==> src/rtl/transpose_ctrl_if.sv <==
// Bus bundle for the transpose sequencer: host request and status, matrix storage
// read/write ports, and the level-enabled transpose unit.
interface transpose_ctrl_if #(
    parameter int DATA_WIDTH = 9,
    parameter int ID_W       = 3
);
    logic                      start;
    logic [ID_W-1:0]           src_id;
    logic [ID_W-1:0]           dst_id;
    logic [2:0]                r_in;
    logic [2:0]                c_in;

    logic                      rd_en;
    logic [ID_W-1:0]           rd_id;
    logic [4:0]                rd_idx;
    logic [DATA_WIDTH-1:0]     rd_data;

    logic                      tr_en;
    logic [2:0]                tr_r;
    logic [2:0]                tr_c;
    logic [25*DATA_WIDTH-1:0]  tr_data;
    logic [25*DATA_WIDTH-1:0]  tr_q;
    logic [2:0]                tr_r_q;
    logic [2:0]                tr_c_q;

    logic                      wr_en;
    logic [ID_W-1:0]           wr_id;
    logic [4:0]                wr_idx;
    logic [DATA_WIDTH-1:0]     wr_data;
    logic                      wr_dim_en;
    logic [2:0]                wr_r;
    logic [2:0]                wr_c;

    logic                      busy;
    logic                      done;
    logic                      err;

    // master: host, storage and transpose unit side; slave: the sequencer
    modport master (
        output start, src_id, dst_id, r_in, c_in, rd_data, tr_q, tr_r_q, tr_c_q,
        input  rd_en, rd_id, rd_idx, tr_en, tr_r, tr_c, tr_data,
               wr_en, wr_id, wr_idx, wr_data, wr_dim_en, wr_r, wr_c, busy, done, err
    );

    modport slave (
        input  start, src_id, dst_id, r_in, c_in, rd_data, tr_q, tr_r_q, tr_c_q,
        output rd_en, rd_id, rd_idx, tr_en, tr_r, tr_c, tr_data,
               wr_en, wr_id, wr_idx, wr_data, wr_dim_en, wr_r, wr_c, busy, done, err
    );
endinterface

==> src/rtl/transpose_ctrl.sv <==
// Sequencer for the 5x5 transpose datapath: buffer the source matrix, arm the
// transpose unit, let it settle, then write the result and swapped dimensions.
//
// state    | meaning
// ---------+-----------------------------------------------------------
// S_IDLE   | waiting for start; illegal dimensions raise err next cycle
// S_LOAD   | 25 reads (cnt 0..24) plus one cycle to catch the last datum
// S_ARM    | tr_en rises with the complete operand buffer
// S_SETTLE | SETTLE_CYC cycles of tr_en high, down-counter tmr
// S_STORE  | 25 writes of tr_q, dimensions written on the first
// S_DONE   | tr_en low, done pulse
module transpose_ctrl #(
    parameter int DATA_WIDTH = 9,
    parameter int ID_W       = 3,
    parameter int SETTLE_CYC = 2
) (
    input  logic             clk,
    input  logic             rst_n,
    transpose_ctrl_if.slave  bus
);
    typedef enum logic [2:0] {
        S_IDLE, S_LOAD, S_ARM, S_SETTLE, S_STORE, S_DONE
    } state_t;

    state_t                   state, state_nxt;
    logic [4:0]               cnt, cnt_nxt;
    logic [3:0]               tmr, tmr_nxt;
    logic                     err_q, err_nxt;
    logic                     cap;
    logic                     dims_ok;
    logic [ID_W-1:0]          src_q, dst_q;
    logic [2:0]               r_q, c_q;
    logic [25*DATA_WIDTH-1:0] op_buf;

    assign dims_ok = (bus.r_in != 3'd0) && (bus.r_in <= 3'd5) &&
                     (bus.c_in != 3'd0) && (bus.c_in <= 3'd5);

    always_ff @(posedge clk or negedge rst_n) begin
        if (!rst_n) begin
            state <= S_IDLE;
            cnt   <= '0;
            tmr   <= '0;
            err_q <= 1'b0;
            src_q <= '0;
            dst_q <= '0;
            r_q   <= '0;
            c_q   <= '0;
        end else begin
            state <= state_nxt;
            cnt   <= cnt_nxt;
            tmr   <= tmr_nxt;
            err_q <= err_nxt;
            if (cap) begin
                src_q <= bus.src_id;
                dst_q <= bus.dst_id;
                r_q   <= bus.r_in;
                c_q   <= bus.c_in;
            end
        end
    end

    // Read data lags the strobe by one cycle, so entry cnt-1 lands while cnt is issued.
    always_ff @(posedge clk or negedge rst_n) begin
        if (!rst_n) begin
            op_buf <= '0;
        end else if (state == S_LOAD && cnt != 5'd0) begin
            op_buf[(int'(cnt) - 1) * DATA_WIDTH +: DATA_WIDTH] <= bus.rd_data;
        end
    end

    always_comb begin
        state_nxt     = state;
        cnt_nxt       = cnt;
        tmr_nxt       = tmr;
        err_nxt       = 1'b0;
        cap           = 1'b0;
        bus.rd_en     = 1'b0;
        bus.rd_idx    = '0;
        bus.tr_en     = 1'b0;
        bus.wr_en     = 1'b0;
        bus.wr_idx    = '0;
        bus.wr_data   = '0;
        bus.wr_dim_en = 1'b0;
        bus.wr_r      = '0;
        bus.wr_c      = '0;
        bus.done      = 1'b0;
        case (state)
            S_IDLE: begin
                if (bus.start) begin
                    cap = 1'b1;
                    if (dims_ok) begin
                        state_nxt = S_LOAD;
                        cnt_nxt   = '0;
                    end else begin
                        err_nxt = 1'b1;
                    end
                end
            end
            S_LOAD: begin
                if (cnt != 5'd25) begin
                    bus.rd_en  = 1'b1;
                    bus.rd_idx = cnt;
                    cnt_nxt    = cnt + 5'd1;
                end else begin
                    state_nxt = S_ARM;
                    cnt_nxt   = '0;
                end
            end
            S_ARM: begin
                bus.tr_en = 1'b1;
                tmr_nxt   = 4'(SETTLE_CYC - 1);
                state_nxt = S_SETTLE;
            end
            S_SETTLE: begin
                bus.tr_en = 1'b1;
                if (tmr == 4'd0) state_nxt = S_STORE;
                else             tmr_nxt   = tmr - 4'd1;
            end
            S_STORE: begin
                bus.tr_en   = 1'b1;
                bus.wr_en   = 1'b1;
                bus.wr_idx  = cnt;
                bus.wr_data = bus.tr_q[int'(cnt) * DATA_WIDTH +: DATA_WIDTH];
                if (cnt == 5'd0) begin
                    bus.wr_dim_en = 1'b1;
                    bus.wr_r      = bus.tr_r_q;
                    bus.wr_c      = bus.tr_c_q;
                end
                if (cnt == 5'd24) begin
                    state_nxt = S_DONE;
                    cnt_nxt   = '0;
                end else begin
                    cnt_nxt = cnt + 5'd1;
                end
            end
            S_DONE: begin
                bus.done  = 1'b1;
                state_nxt = S_IDLE;
            end
            default: state_nxt = S_IDLE;
        endcase
    end

    assign bus.rd_id   = src_q;
    assign bus.wr_id   = dst_q;
    assign bus.tr_r    = r_q;
    assign bus.tr_c    = c_q;
    assign bus.tr_data = op_buf;
    assign bus.busy    = (state != S_IDLE);
    assign bus.err     = err_q;
endmodule

==> src/flat_wrapper.sv <==
// flat-port wrapper written by rule: the top's interface ports become plain ports
module transpose_ctrl_flat 
#(
    parameter int DATA_WIDTH = 9,
    parameter int ID_W       = 3,
    parameter int SETTLE_CYC = 2
)
  (clk, rst_n, bus_start, bus_src_id, bus_dst_id, bus_r_in, bus_c_in, bus_rd_data, bus_tr_q, bus_tr_r_q, bus_tr_c_q, bus_rd_en, bus_rd_id, bus_rd_idx, bus_tr_en, bus_tr_r, bus_tr_c, bus_tr_data, bus_wr_en, bus_wr_id, bus_wr_idx, bus_wr_data, bus_wr_dim_en, bus_wr_r, bus_wr_c, bus_busy, bus_done, bus_err);
  transpose_ctrl_if #(.DATA_WIDTH(DATA_WIDTH), .ID_W(ID_W)) bus_i ();
  input  logic clk;
  input  logic rst_n;
  input wire logic [$bits(bus_i.start)-1:0] bus_start;
  input wire logic [$bits(bus_i.src_id)-1:0] bus_src_id;
  input wire logic [$bits(bus_i.dst_id)-1:0] bus_dst_id;
  input wire logic [$bits(bus_i.r_in)-1:0] bus_r_in;
  input wire logic [$bits(bus_i.c_in)-1:0] bus_c_in;
  input wire logic [$bits(bus_i.rd_data)-1:0] bus_rd_data;
  input wire logic [$bits(bus_i.tr_q)-1:0] bus_tr_q;
  input wire logic [$bits(bus_i.tr_r_q)-1:0] bus_tr_r_q;
  input wire logic [$bits(bus_i.tr_c_q)-1:0] bus_tr_c_q;
  output wire logic [$bits(bus_i.rd_en)-1:0] bus_rd_en;
  output wire logic [$bits(bus_i.rd_id)-1:0] bus_rd_id;
  output wire logic [$bits(bus_i.rd_idx)-1:0] bus_rd_idx;
  output wire logic [$bits(bus_i.tr_en)-1:0] bus_tr_en;
  output wire logic [$bits(bus_i.tr_r)-1:0] bus_tr_r;
  output wire logic [$bits(bus_i.tr_c)-1:0] bus_tr_c;
  output wire logic [$bits(bus_i.tr_data)-1:0] bus_tr_data;
  output wire logic [$bits(bus_i.wr_en)-1:0] bus_wr_en;
  output wire logic [$bits(bus_i.wr_id)-1:0] bus_wr_id;
  output wire logic [$bits(bus_i.wr_idx)-1:0] bus_wr_idx;
  output wire logic [$bits(bus_i.wr_data)-1:0] bus_wr_data;
  output wire logic [$bits(bus_i.wr_dim_en)-1:0] bus_wr_dim_en;
  output wire logic [$bits(bus_i.wr_r)-1:0] bus_wr_r;
  output wire logic [$bits(bus_i.wr_c)-1:0] bus_wr_c;
  output wire logic [$bits(bus_i.busy)-1:0] bus_busy;
  output wire logic [$bits(bus_i.done)-1:0] bus_done;
  output wire logic [$bits(bus_i.err)-1:0] bus_err;
  assign bus_i.start = bus_start;
  assign bus_i.src_id = bus_src_id;
  assign bus_i.dst_id = bus_dst_id;
  assign bus_i.r_in = bus_r_in;
  assign bus_i.c_in = bus_c_in;
  assign bus_i.rd_data = bus_rd_data;
  assign bus_i.tr_q = bus_tr_q;
  assign bus_i.tr_r_q = bus_tr_r_q;
  assign bus_i.tr_c_q = bus_tr_c_q;
  assign bus_rd_en = bus_i.rd_en;
  assign bus_rd_id = bus_i.rd_id;
  assign bus_rd_idx = bus_i.rd_idx;
  assign bus_tr_en = bus_i.tr_en;
  assign bus_tr_r = bus_i.tr_r;
  assign bus_tr_c = bus_i.tr_c;
  assign bus_tr_data = bus_i.tr_data;
  assign bus_wr_en = bus_i.wr_en;
  assign bus_wr_id = bus_i.wr_id;
  assign bus_wr_idx = bus_i.wr_idx;
  assign bus_wr_data = bus_i.wr_data;
  assign bus_wr_dim_en = bus_i.wr_dim_en;
  assign bus_wr_r = bus_i.wr_r;
  assign bus_wr_c = bus_i.wr_c;
  assign bus_busy = bus_i.busy;
  assign bus_done = bus_i.done;
  assign bus_err = bus_i.err;
  transpose_ctrl #(.DATA_WIDTH(DATA_WIDTH), .ID_W(ID_W), .SETTLE_CYC(SETTLE_CYC)) u_core (.clk(clk), .rst_n(rst_n), .bus(bus_i));
endmodule
==> config.mk <==
export PLATFORM = sky130hd
export DESIGN_NAME = transpose_ctrl_flat
export DESIGN_NICKNAME = d
export VERILOG_FILES = /design/src/rtl/transpose_ctrl_if.sv /design/src/rtl/transpose_ctrl.sv /design/src/flat_wrapper.sv
export SDC_FILE = /design/constraint.sdc
export NUM_CORES = 1
export LEC_CHECK = 0
export ABC_AREA = 1
export CORE_AREA = 2 2 202 204
export CTS_CLUSTER_DIAMETER = 120
export DETAILED_ROUTE_END_ITERATION = 6
export DIE_AREA = 0 0 204 206
export GPL_TIMING_DRIVEN = 1
export PLACE_DENSITY = 0.89
export SYNTH_ARGS = -nofsm -noshare
export SYNTH_HDL_FRONTEND = slang
export SYNTH_SLANG_ARGS = --single-unit
==> constraint.sdc <==
create_clock -name clk -period 6.75 [get_ports clk]
set_input_delay 2.025 -clock clk [delete_from_list [all_inputs] [get_ports clk]]
set_output_delay 2.025 -clock clk [all_outputs]
set_load 0.03 [all_outputs]
==> results.ini <==
[route]
drtIter0Drc=2821
num_vias=21995
ant_nets=0
viasPerCell=5.65
drtPass1Iterations=7
drt-total-wl_microns=77700
wl_per_cell_microns=20.0
drc_errors=0

[timing]
tns_ns=0
setup_violations=0
fmax_ghz=0.157
min_period_ns=6.37
rsz0062_at_grt=false
worst_pin_slew_ns=1.08
fin_skew_ns=0.0269
hold_viol_final=0
period_share=0.943
relSlewSlack=0.274
drv_slew=0

[clock_network]
cts_buffer_depth=3
clkTransAtPathRegs_ns=0.06
cts_buffers=27
htreeDepth=1
worstSkewPairLatency_ns=0.57
clockRootBuffer=clkbuf_16
holdBufCountCts=0
cts.sinks=250
cts_tree=done

[synth]
ys_ff_latch=250
synth_ff_type=dfrtp_1
syn_inst=2891
synth.area.top_cells=dfrtp_1 34%, nand2_1 14%, nor2_1 9.8%, inv_1 8.7%, o21ai_0 6.4%
synth_top_area_frac=0.343
synth_top_cell_by_area=dfrtp_1
synthArstFlopShare=1.00
netlist-cell-type-count=55
synthesis.nets=3171
ys_seq_area_frac=0.343
synth_edf_count=0
syn_area_sq_um=18200
ys_warn_count=0
syn_avg_cell_area_sq_um=6.31

[placed_design]
hpwl_microns=57700
port_buffers=523
gp_congestion=1.03
dpl-instance-area_sq_um=23900

[global_routing]
antenna_found_initial=4
grt_max_degree=127
grt_usage=0.360
grt_pass1_vias=20200
overflow=0
grt_pass1_wl_microns=117000

[worst_setup_path]
cp.arrival_ns=4.34
setup.worst_path.start_class=input pin
crit_path_end_kind=output pin
crit_type=input pin to output pin
path_max_fanout=1
worstPathRequired_ns=4.72

[floorplan]
die_x_microns=204
die_area_sq_um=42000
pin_count=524
die_h_microns=206
row_count=74
initial_core_util=0.454
core_area_sq_um=40200

[hold_path]
hp-class=flip-flop to flip-flop

[cells_and_area]
final_core_util=0.618
syn_to_final_growth_pct=36.1
fill_cells=3560
nets=3615
drive_above_1_share=0.0474
fin_area_sq_um=24800

[status]
status=finished clean

[run]
max_cap_violations=0

cell usage after synthesis, types with 10 or more instances:
master	number
mux2_2	12
nand4_1	130
buf_2	13
o22ai_1	69
o21ai_1	41
nand3_1	204
o21a_1	10
nand2_1	682
a21oi_1	39
o31ai_1	10
inv_1	421
buf_4	11
buf_1	10
nor2_1	474
nor3_1	33
clkbuf_1	111
ha_1	24
dfrtp_1	250
o21ai_0	233
clkinv_1	10
worst max-delay path: stages:
cell             delay (ns)
clkdlybuf4s50_1        0.47
nor2_1                 0.12
o22ai_1                0.26
nand2_1                0.08
nand3_1                0.11
o21ai_0                0.13
a41oi_1                0.37
clkdlybuf4s50_1        0.78
layer usage:
metal,track usage,wire length (microns),vias up
met4,0.177,4700,0
met5,0,0,-
met3,0.0815,9010,302
met2,0.564,34000,1455
li1,-,-,10217
met1,0.470,29900,10021
state kept, by name, summed over array words and instances, names as in the netlist:
signal and cells:
u_core.bus.tr_data 225, u_core.cnt 5, u_core.tmr 4, u_core.bus.rd_id 3, u_core.bus.tr_c 3, u_core.bus.tr_r 3
u_core.bus.wr_id 3, u_core.state 3, u_core.bus.err 1
layout make-up:
class | count | area (sq um) | area share
multi-input combinational | 2056 | 9820 | 0.395
sequential | 250 | 6260 | 0.252
timing repair buffer | 560 | 5540 | 0.223
inverter | 440 | 1660 | 0.0667
clock buffer | 37 | 783 | 0.0315
tap | 532 | 666 | 0.0268
clock inverter | 13 | 105 | 0.00423
antenna | 4 | 10.0 | 0.000403
cells in the final DEF (no fill, tap or decap), types with 37 or more instances in the layout:
cell type and count:
nand2_1 681, clkdlybuf4s50_1 520, nor2_1 465, inv_1 418, dfrtp_1 248, o21ai_0 233
nand3_1 204, nand4_1 130, o22ai_1 69, o21ai_1 41, a21oi_1 39, buf_4 37
metrics by stage:
stage | std cells | worst slack (ns) | hold WS [ns]
after CTS | 3883 | 0.214 | 0.471
after floorplan | 2891 | 0.526 | 0.433
after global routing | 3892 | 0.00398 | 0.509
final | 3892 | 0.382 | 0.471
after detailed placement | 3833 | 0.215 | 0.463
after global placement | 3833 | 0.439 | 0.453
cells by family after synthesis:
| kind of cell | count (synthesis) | share of synthesized area |
|---|---|---|
| buffers and inverters | 586 | 0.124 |
| muxes | 14 | 0.00850 |
| and+or+nand+nor | 1562 | 0.364 |
| adders and majority gates | 25 | 0.0176 |
| AOI/OAI and AO/OA | 448 | 0.139 |
| DFF | 250 | 0.343 |
| xor gates and xnor gates | 6 | 0.00329 |
timing repair:
action                                  CTS  global route
setup buffers                             0             4
endpoints found under the setup margin    0           131
gates resized for setup                   0            10
path summary, 6_finish.rpt:
kind,slack [ns],cells past startpoint,end,from
max,0.38,8,bus_wr_data[7],bus_tr_q[214]
max in group asynchronous,3.84,2,u_core.cnt[0],rst_n
max reg2reg,0.52,34,u_core.bus.tr_data[95],u_core.cnt[0]
min,0.47,1,u_core.tmr[3],u_core.tmr[3]
min in group asynchronous,1.51,1,u_core.bus.tr_data[64],rst_n
min reg2reg,0.47,1,u_core.tmr[3],u_core.tmr[3]
Power is not shown: default switching activity piles up to over one toggle a cycle in this logic, so the estimate is an artifact.
